File: src/rtl/uop_sequencer_if.sv
// Handshake bundle between the cracker, the uop sequencer and the register-read/ALU stage.
// The slave modport is the sequencer's view; the master modport drives it.
interface uop_sequencer_if #(
    parameter int UOP_W    = 128,
    parameter int MAX_UOPS = 6,
    parameter int IDX_W    = 3
);
    logic                      in_valid;
    logic                      in_ready;
    logic [IDX_W-1:0]          in_count;
    logic [UOP_W*MAX_UOPS-1:0] in_uops;
    logic                      flush;
    logic                      out_valid;
    logic                      out_ready;
    logic [UOP_W-1:0]          out_uop;
    logic [IDX_W-1:0]          out_idx;
    logic                      out_first;
    logic                      out_last;
    logic                      err_bad_count;

    modport slave (
        input  in_valid, in_count, in_uops, flush, out_ready,
        output in_ready, out_valid, out_uop, out_idx, out_first, out_last, err_bad_count
    );
    modport master (
        output in_valid, in_count, in_uops, flush, out_ready,
        input  in_ready, out_valid, out_uop, out_idx, out_first, out_last, err_bad_count
    );
endinterface

File: src/rtl/uop_sequencer.sv
// Holds one cracked bundle and issues its micro-ops in order, one per handshake.
// Optional counters are built when UOP_SEQ_STATS_EN is defined.
module uop_sequencer #(
    parameter int UOP_W    = 128,
    parameter int MAX_UOPS = 6,
    parameter int IDX_W    = 3
) (
    input  logic         clk,
    input  logic         reset_n,
    uop_sequencer_if.slave bus
`ifdef UOP_SEQ_STATS_EN
    ,
    output logic [31:0]  stat_bundles,
    output logic [31:0]  stat_uops,
    output logic [31:0]  stat_stall_cycles,
    output logic [31:0]  stat_flushed_uops
`endif
);
    localparam logic [IDX_W-1:0] MAXC = IDX_W'(MAX_UOPS);

    logic             r_held;
    logic [IDX_W-1:0] r_cnt;
    logic [IDX_W-1:0] r_idx;
    logic             r_err;
    logic [UOP_W-1:0] r_buf [MAX_UOPS];

    logic w_issue, w_last, w_in_ready, w_acc, w_cnt_ok, w_cnt_bad;

    assign w_issue    = r_held & bus.out_ready;
    assign w_last     = r_held & (r_idx == r_cnt - 1'b1);
    // Ready may rise in the same cycle the final micro-op issues, so bundles run back-to-back.
    assign w_in_ready = reset_n & ~bus.flush & (~r_held | (w_issue & w_last));
    assign w_acc      = bus.in_valid & w_in_ready;
    assign w_cnt_ok   = (bus.in_count != '0) && (bus.in_count <= MAXC);
    assign w_cnt_bad  = bus.in_count > MAXC;

    always_ff @(posedge clk or negedge reset_n) begin
        if (!reset_n) begin
            r_held <= 1'b0;
            r_cnt  <= '0;
            r_idx  <= '0;
            r_err  <= 1'b0;
            for (int k = 0; k < MAX_UOPS; k++) r_buf[k] <= '0;
        end else begin
            r_err <= w_acc & w_cnt_bad;
            if (bus.flush) begin
                r_held <= 1'b0;
                r_idx  <= '0;
            end else if (w_acc) begin
                if (w_cnt_ok) begin
                    // Slot 0 sits in the most significant UOP_W bits.
                    for (int k = 0; k < MAX_UOPS; k++)
                        r_buf[k] <= bus.in_uops[UOP_W*(MAX_UOPS-k)-1 -: UOP_W];
                    r_cnt  <= bus.in_count;
                    r_held <= 1'b1;
                end else begin
                    r_held <= 1'b0;
                end
                r_idx <= '0;
            end else if (w_issue) begin
                if (w_last) begin
                    r_held <= 1'b0;
                    r_idx  <= '0;
                end else begin
                    r_idx <= r_idx + 1'b1;
                end
            end
        end
    end

    assign bus.in_ready      = w_in_ready;
    assign bus.out_valid     = r_held;
    assign bus.out_uop       = r_buf[r_idx];
    assign bus.out_idx       = r_idx;
    assign bus.out_first     = r_held & (r_idx == '0);
    assign bus.out_last      = w_last;
    assign bus.err_bad_count = r_err;

`ifdef UOP_SEQ_STATS_EN
    function automatic logic [31:0] sat_add(input logic [31:0] a, input logic [31:0] b);
        logic [32:0] s;
        s = {1'b0, a} + {1'b0, b};
        return s[32] ? '1 : s[31:0];
    endfunction

    logic [31:0] w_flush_n;
    // Micro-op issuing alongside the flush was consumed downstream, so it is not discarded.
    assign w_flush_n = 32'(r_cnt - r_idx) - 32'(w_issue);

    always_ff @(posedge clk or negedge reset_n) begin
        if (!reset_n) begin
            stat_bundles      <= '0;
            stat_uops         <= '0;
            stat_stall_cycles <= '0;
            stat_flushed_uops <= '0;
        end else begin
            if (w_acc)                      stat_bundles      <= sat_add(stat_bundles, 32'd1);
            if (w_issue)                    stat_uops         <= sat_add(stat_uops, 32'd1);
            if (r_held && !bus.out_ready)   stat_stall_cycles <= sat_add(stat_stall_cycles, 32'd1);
            if (bus.flush && r_held)        stat_flushed_uops <= sat_add(stat_flushed_uops, w_flush_n);
        end
    end
`endif
endmodule

File: src/flat_wrapper.sv
// flat-port wrapper written by rule: the top's interface ports become plain ports
module uop_sequencer_flat 
#(
    parameter int UOP_W    = 128,
    parameter int MAX_UOPS = 6,
    parameter int IDX_W    = 3
)
  (clk, reset_n, bus_in_valid, bus_in_count, bus_in_uops, bus_flush, bus_out_ready, bus_in_ready, bus_out_valid, bus_out_uop, bus_out_idx, bus_out_first, bus_out_last, bus_err_bad_count);
  uop_sequencer_if #(.UOP_W(UOP_W), .MAX_UOPS(MAX_UOPS), .IDX_W(IDX_W)) bus_i ();
  input  logic clk;
  input  logic reset_n;
  input wire logic [$bits(bus_i.in_valid)-1:0] bus_in_valid;
  input wire logic [$bits(bus_i.in_count)-1:0] bus_in_count;
  input wire logic [$bits(bus_i.in_uops)-1:0] bus_in_uops;
  input wire logic [$bits(bus_i.flush)-1:0] bus_flush;
  input wire logic [$bits(bus_i.out_ready)-1:0] bus_out_ready;
  output wire logic [$bits(bus_i.in_ready)-1:0] bus_in_ready;
  output wire logic [$bits(bus_i.out_valid)-1:0] bus_out_valid;
  output wire logic [$bits(bus_i.out_uop)-1:0] bus_out_uop;
  output wire logic [$bits(bus_i.out_idx)-1:0] bus_out_idx;
  output wire logic [$bits(bus_i.out_first)-1:0] bus_out_first;
  output wire logic [$bits(bus_i.out_last)-1:0] bus_out_last;
  output wire logic [$bits(bus_i.err_bad_count)-1:0] bus_err_bad_count;
  assign bus_i.in_valid = bus_in_valid;
  assign bus_i.in_count = bus_in_count;
  assign bus_i.in_uops = bus_in_uops;
  assign bus_i.flush = bus_flush;
  assign bus_i.out_ready = bus_out_ready;
  assign bus_in_ready = bus_i.in_ready;
  assign bus_out_valid = bus_i.out_valid;
  assign bus_out_uop = bus_i.out_uop;
  assign bus_out_idx = bus_i.out_idx;
  assign bus_out_first = bus_i.out_first;
  assign bus_out_last = bus_i.out_last;
  assign bus_err_bad_count = bus_i.err_bad_count;
  uop_sequencer #(.UOP_W(UOP_W), .MAX_UOPS(MAX_UOPS), .IDX_W(IDX_W)) u_core (.clk(clk), .reset_n(reset_n), .bus(bus_i));
endmodule
File: config.mk
export PLATFORM = sky130hd
export DESIGN_NAME = uop_sequencer_flat
export DESIGN_NICKNAME = d
export VERILOG_FILES = /design/src/rtl/uop_sequencer_if.sv /design/src/rtl/uop_sequencer.sv /design/src/flat_wrapper.sv
export SDC_FILE = /design/constraint.sdc
export NUM_CORES = 1
export LEC_CHECK = 0
export CAP_MARGIN = 20
export CORE_AREA = 8 8 345 347
export CTS_BUF_LIST = sky130_fd_sc_hd__clkbuf_8
export DETAILED_ROUTE_END_ITERATION = 6
export DIE_AREA = 0 0 353 355
export PLACE_DENSITY = 0.64
export RECOVER_POWER = 100
export SLEW_MARGIN = 20
export SYNTH_ARGS = -nofsm -noshare
export SYNTH_HDL_FRONTEND = slang
export SYNTH_SLANG_ARGS = --single-unit
File: constraint.sdc
create_clock -name clk -period 4 [get_ports clk]
set_clock_uncertainty 0.2 [all_clocks]
set_input_delay 1.2 -clock clk [delete_from_list [all_inputs] [get_ports clk]]
set_output_delay 1.2 -clock clk [all_outputs]
set_load 0.05 [all_outputs]
==> impl_metrics.ini <==
[layout]
final_common_cell = clkdlybuf4s50_1
drive_gt1_frac = 0.487
nFillCells = 10310
nets = 4129
final_cell_mix = 777 x clkdlybuf4s50_1, 773 x dfrtp_1, 692 x mux2_2
multi_input_area_um2 = 15200
area_growth_pct = 47.4
post-route-util = 0.455
final_area_um2 = 51700
seq_area_um2 = 19400

[clock_network]
tritoncts = yes
cts.clk_slew.worst_paths_ps = 60
clockRootBuffer = clkbuf_8
numClockSinks = 776
clock_latency_ps = 790
max-clock-path-buffers = 3
htree_num_levels = 4
cts-buffers-inserted = 144

[critical_path]
path_cells = buf_12 > buf_12 > buf_16 > mux4_2 > inv_2 > o22ai_4 > buf_8
cp_top_family = buffers and inverters
cp.arrival_ps = 2750
worstPathMaxFanout = 5
cp.required_ps = 2600
cpMaxStageDelayCell = mux4_2
startpoint = u_core.bus.out_idx[0]
cp-start-kind = register
path_buf_inv = 5
path_depth = 7
crit_type = reg2out
cp-end-kind = output pin
r2r_cells = 10
rrSetupSlack_ps = -80
regToRegEndpoint = u_core.r_buf[309]
critPathCapture = bus_out_uop[126]
timing.critical_path.mode_cell = buf_12
cp_slowest_stage_delay_ps = 580
r2r-start = u_core.bus.out_idx[0]

[die]
initial_utilization = 0.309
die_w_um = 353
rows = 124
coreArea_um2 = 114000
io_pins = 912
die-area_um2 = 125000
die_y_um = 355

[detailed_routing]
initialDrtViolationCount = 972
route.detailed.drc = 0
post_drt_wl_per_cell_um = 24.7
antenna_left = 0
firstDrtPassIters = 5
vias_per_cell = 4.76
wl_mm = 123
num_vias = 23762

[sta]
fmax_mhz = 241
worst_slew_pin_slew_ps = 2030
period_share = 1.04
relSlewSlack = -0.353
setup_viol = 634
slew_viol_final = 551
worst_slack_ps = -150
fin_crit_ps = 4150
finalHoldViolCount = 0
rsz0062_at_grt = yes

[yosys]
synthCells = 2256
synth_edf_count = 0
synth.avg_cell_area_um2 = 15.5
synth_warnings = 0
ys_ff_latch = 776
synth_fp_nets = 3035
synthFlopType = dfrtp_1
yosysSeqAreaShare = 0.554
synthArstFlopShare = 1.00
netlist_area_um2 = 35100
ys_types = 29

[grt]
antenna_found_initial = 56
grt_first_pass_wirelength_mm = 178
grt_usage = 0.188
grt_pass1_vias = 26402
grt_max_degree = 169
gr-total-overflow = 0

[placement]
dpl.hpwl_mm = 88.6
postPlaceCellArea_um2 = 46700
gp_congestion = 0.798
portBuffers = 911

[pwr]
p_total_mw = 26.6
power_density_nw_per_um2 = 514
ir_worst_vdd_uv = 309
p_leak_nw = 21.2

[worst_hold_path]
worstHoldPathType = reg2reg

[outcome]
failed_checks = capacitance limit, slew limit, setup timing
status = finished with violations

[run]
drv_cap = 6
[power by group]
| part | switching (mW) | internal, mW |
|---|---|---|
| Sequential | 1.18 | 9.93 |
| Clock | 3.43 | 3.81 |
| Combinational | 3.72 | 4.49 |
[area by class of cell]
class | instances | share of cell area
Clock buffer | 167 | 0.0445
Multi-Input combinational cell | 1187 | 0.294
Tap cell | 1512 | 0.0366
Clock inverter | 73 | 0.00760
Inverter | 134 | 0.00988
Sequential cell | 776 | 0.376
Timing Repair Buffer | 1107 | 0.230
Antenna cell | 33 | 0.00160
[Yosys cell counts, types with 3 or more instances]
cell type  instances  share of area
ha_1               3         0.0011
buf_1              9        0.00096
nand4_1            3        0.00054
mux4_2           128          0.082
o22ai_1          128          0.023
buf_4             62          0.013
nand2_1            5        0.00054
a21oi_1            3        0.00043
mux2_2           692           0.22
buf_2             28         0.0040
mux2_4            79          0.034
inv_1            134          0.014
nand3_1            3        0.00043
clkbuf_1          50         0.0054
mux2i_1          128          0.037
dfrtp_1          776           0.55
buf_8              8         0.0034
[worst register-to-register path, cell delays in order (launching register included)]
cell,delay (ps)
dfrtp_4,520
buf_12,170
buf_6,140
xor2_4,190
a41oi_2,170
buf_2,190
nor4b_4,260
dlymetal6s2s_1,1170
buf_12,340
buf_12,220
mux2_2,360
[kinds of logic after synthesis]
| logic type | count (synthesis) | synth area share |
|---|---|---|
| and+or+nand+nor | 18 | 0.00282 |
| xor gates and xnor gates | 3 | 0.00114 |
| muxes | 1027 | 0.375 |
| adders and majority gates | 3 | 0.00107 |
| DFF | 776 | 0.554 |
| AOI/OAI and AO/OA | 136 | 0.0244 |
| buffers and inverters | 293 | 0.0420 |
[stage by stage]
stage               hold slack, ps  std cells  setup TNS, ps  worst slack, ps
floorplan                      275       2256              0             65.8
global placement               284       4613           -120             -120
detailed placement             290       4613          -69.9            -69.9
CTS                            303       4927         -19340             -258
global route                   313       4977        -163810             -261
finish                         298       4989         -29340             -150
[registers in the layout, indices dropped and copies added (netlist names)]
register	cells
u_core.bus.err_bad_count	1
u_core.bus.out_idx	3
u_core.bus.out_valid	1
u_core.r_buf	768
u_core.r_cnt	3
[what timing repair did]
action                                 in CTS  in global routing
cloned                                     13                  5
pin swaps                                  10                 10
endpoints found under the hold margin      13                  0
setup endpoints to repair                 131                126
hold buffers                                1                  0
resized for setup                         297                114
buffers inserted                           60                 35
[per-layer routing]
| metal | GRT usage | share of wire | up-vias |
|---|---|---|---|
| li1 | - | - | 10497 |
| met1 | 0.226 | 0.40 | 12264 |
| met2 | 0.314 | 0.49 | 759 |
| met3 | 0.0680 | 0.077 | 204 |
| met4 | 0.0613 | 0.027 | 38 |
| met5 | 0 | 0.0022 | - |
[how the worst min path moves through the flow]
stage	start	end	slack (ps)	cells after the start
after global placement	u_core.r_buf[763]	u_core.r_buf[763]	280	1
after detailed placement	u_core.r_buf[500]	u_core.r_buf[500]	290	1
after global routing	u_core.r_buf[163]	u_core.r_buf[163]	310	1
after floorplan	u_core.r_buf[384]	u_core.r_buf[384]	280	1
final	u_core.r_buf[425]	u_core.r_buf[425]	300	1
after CTS	u_core.r_buf[500]	u_core.r_buf[500]	300	1
(Power assumes the default switching activity.)
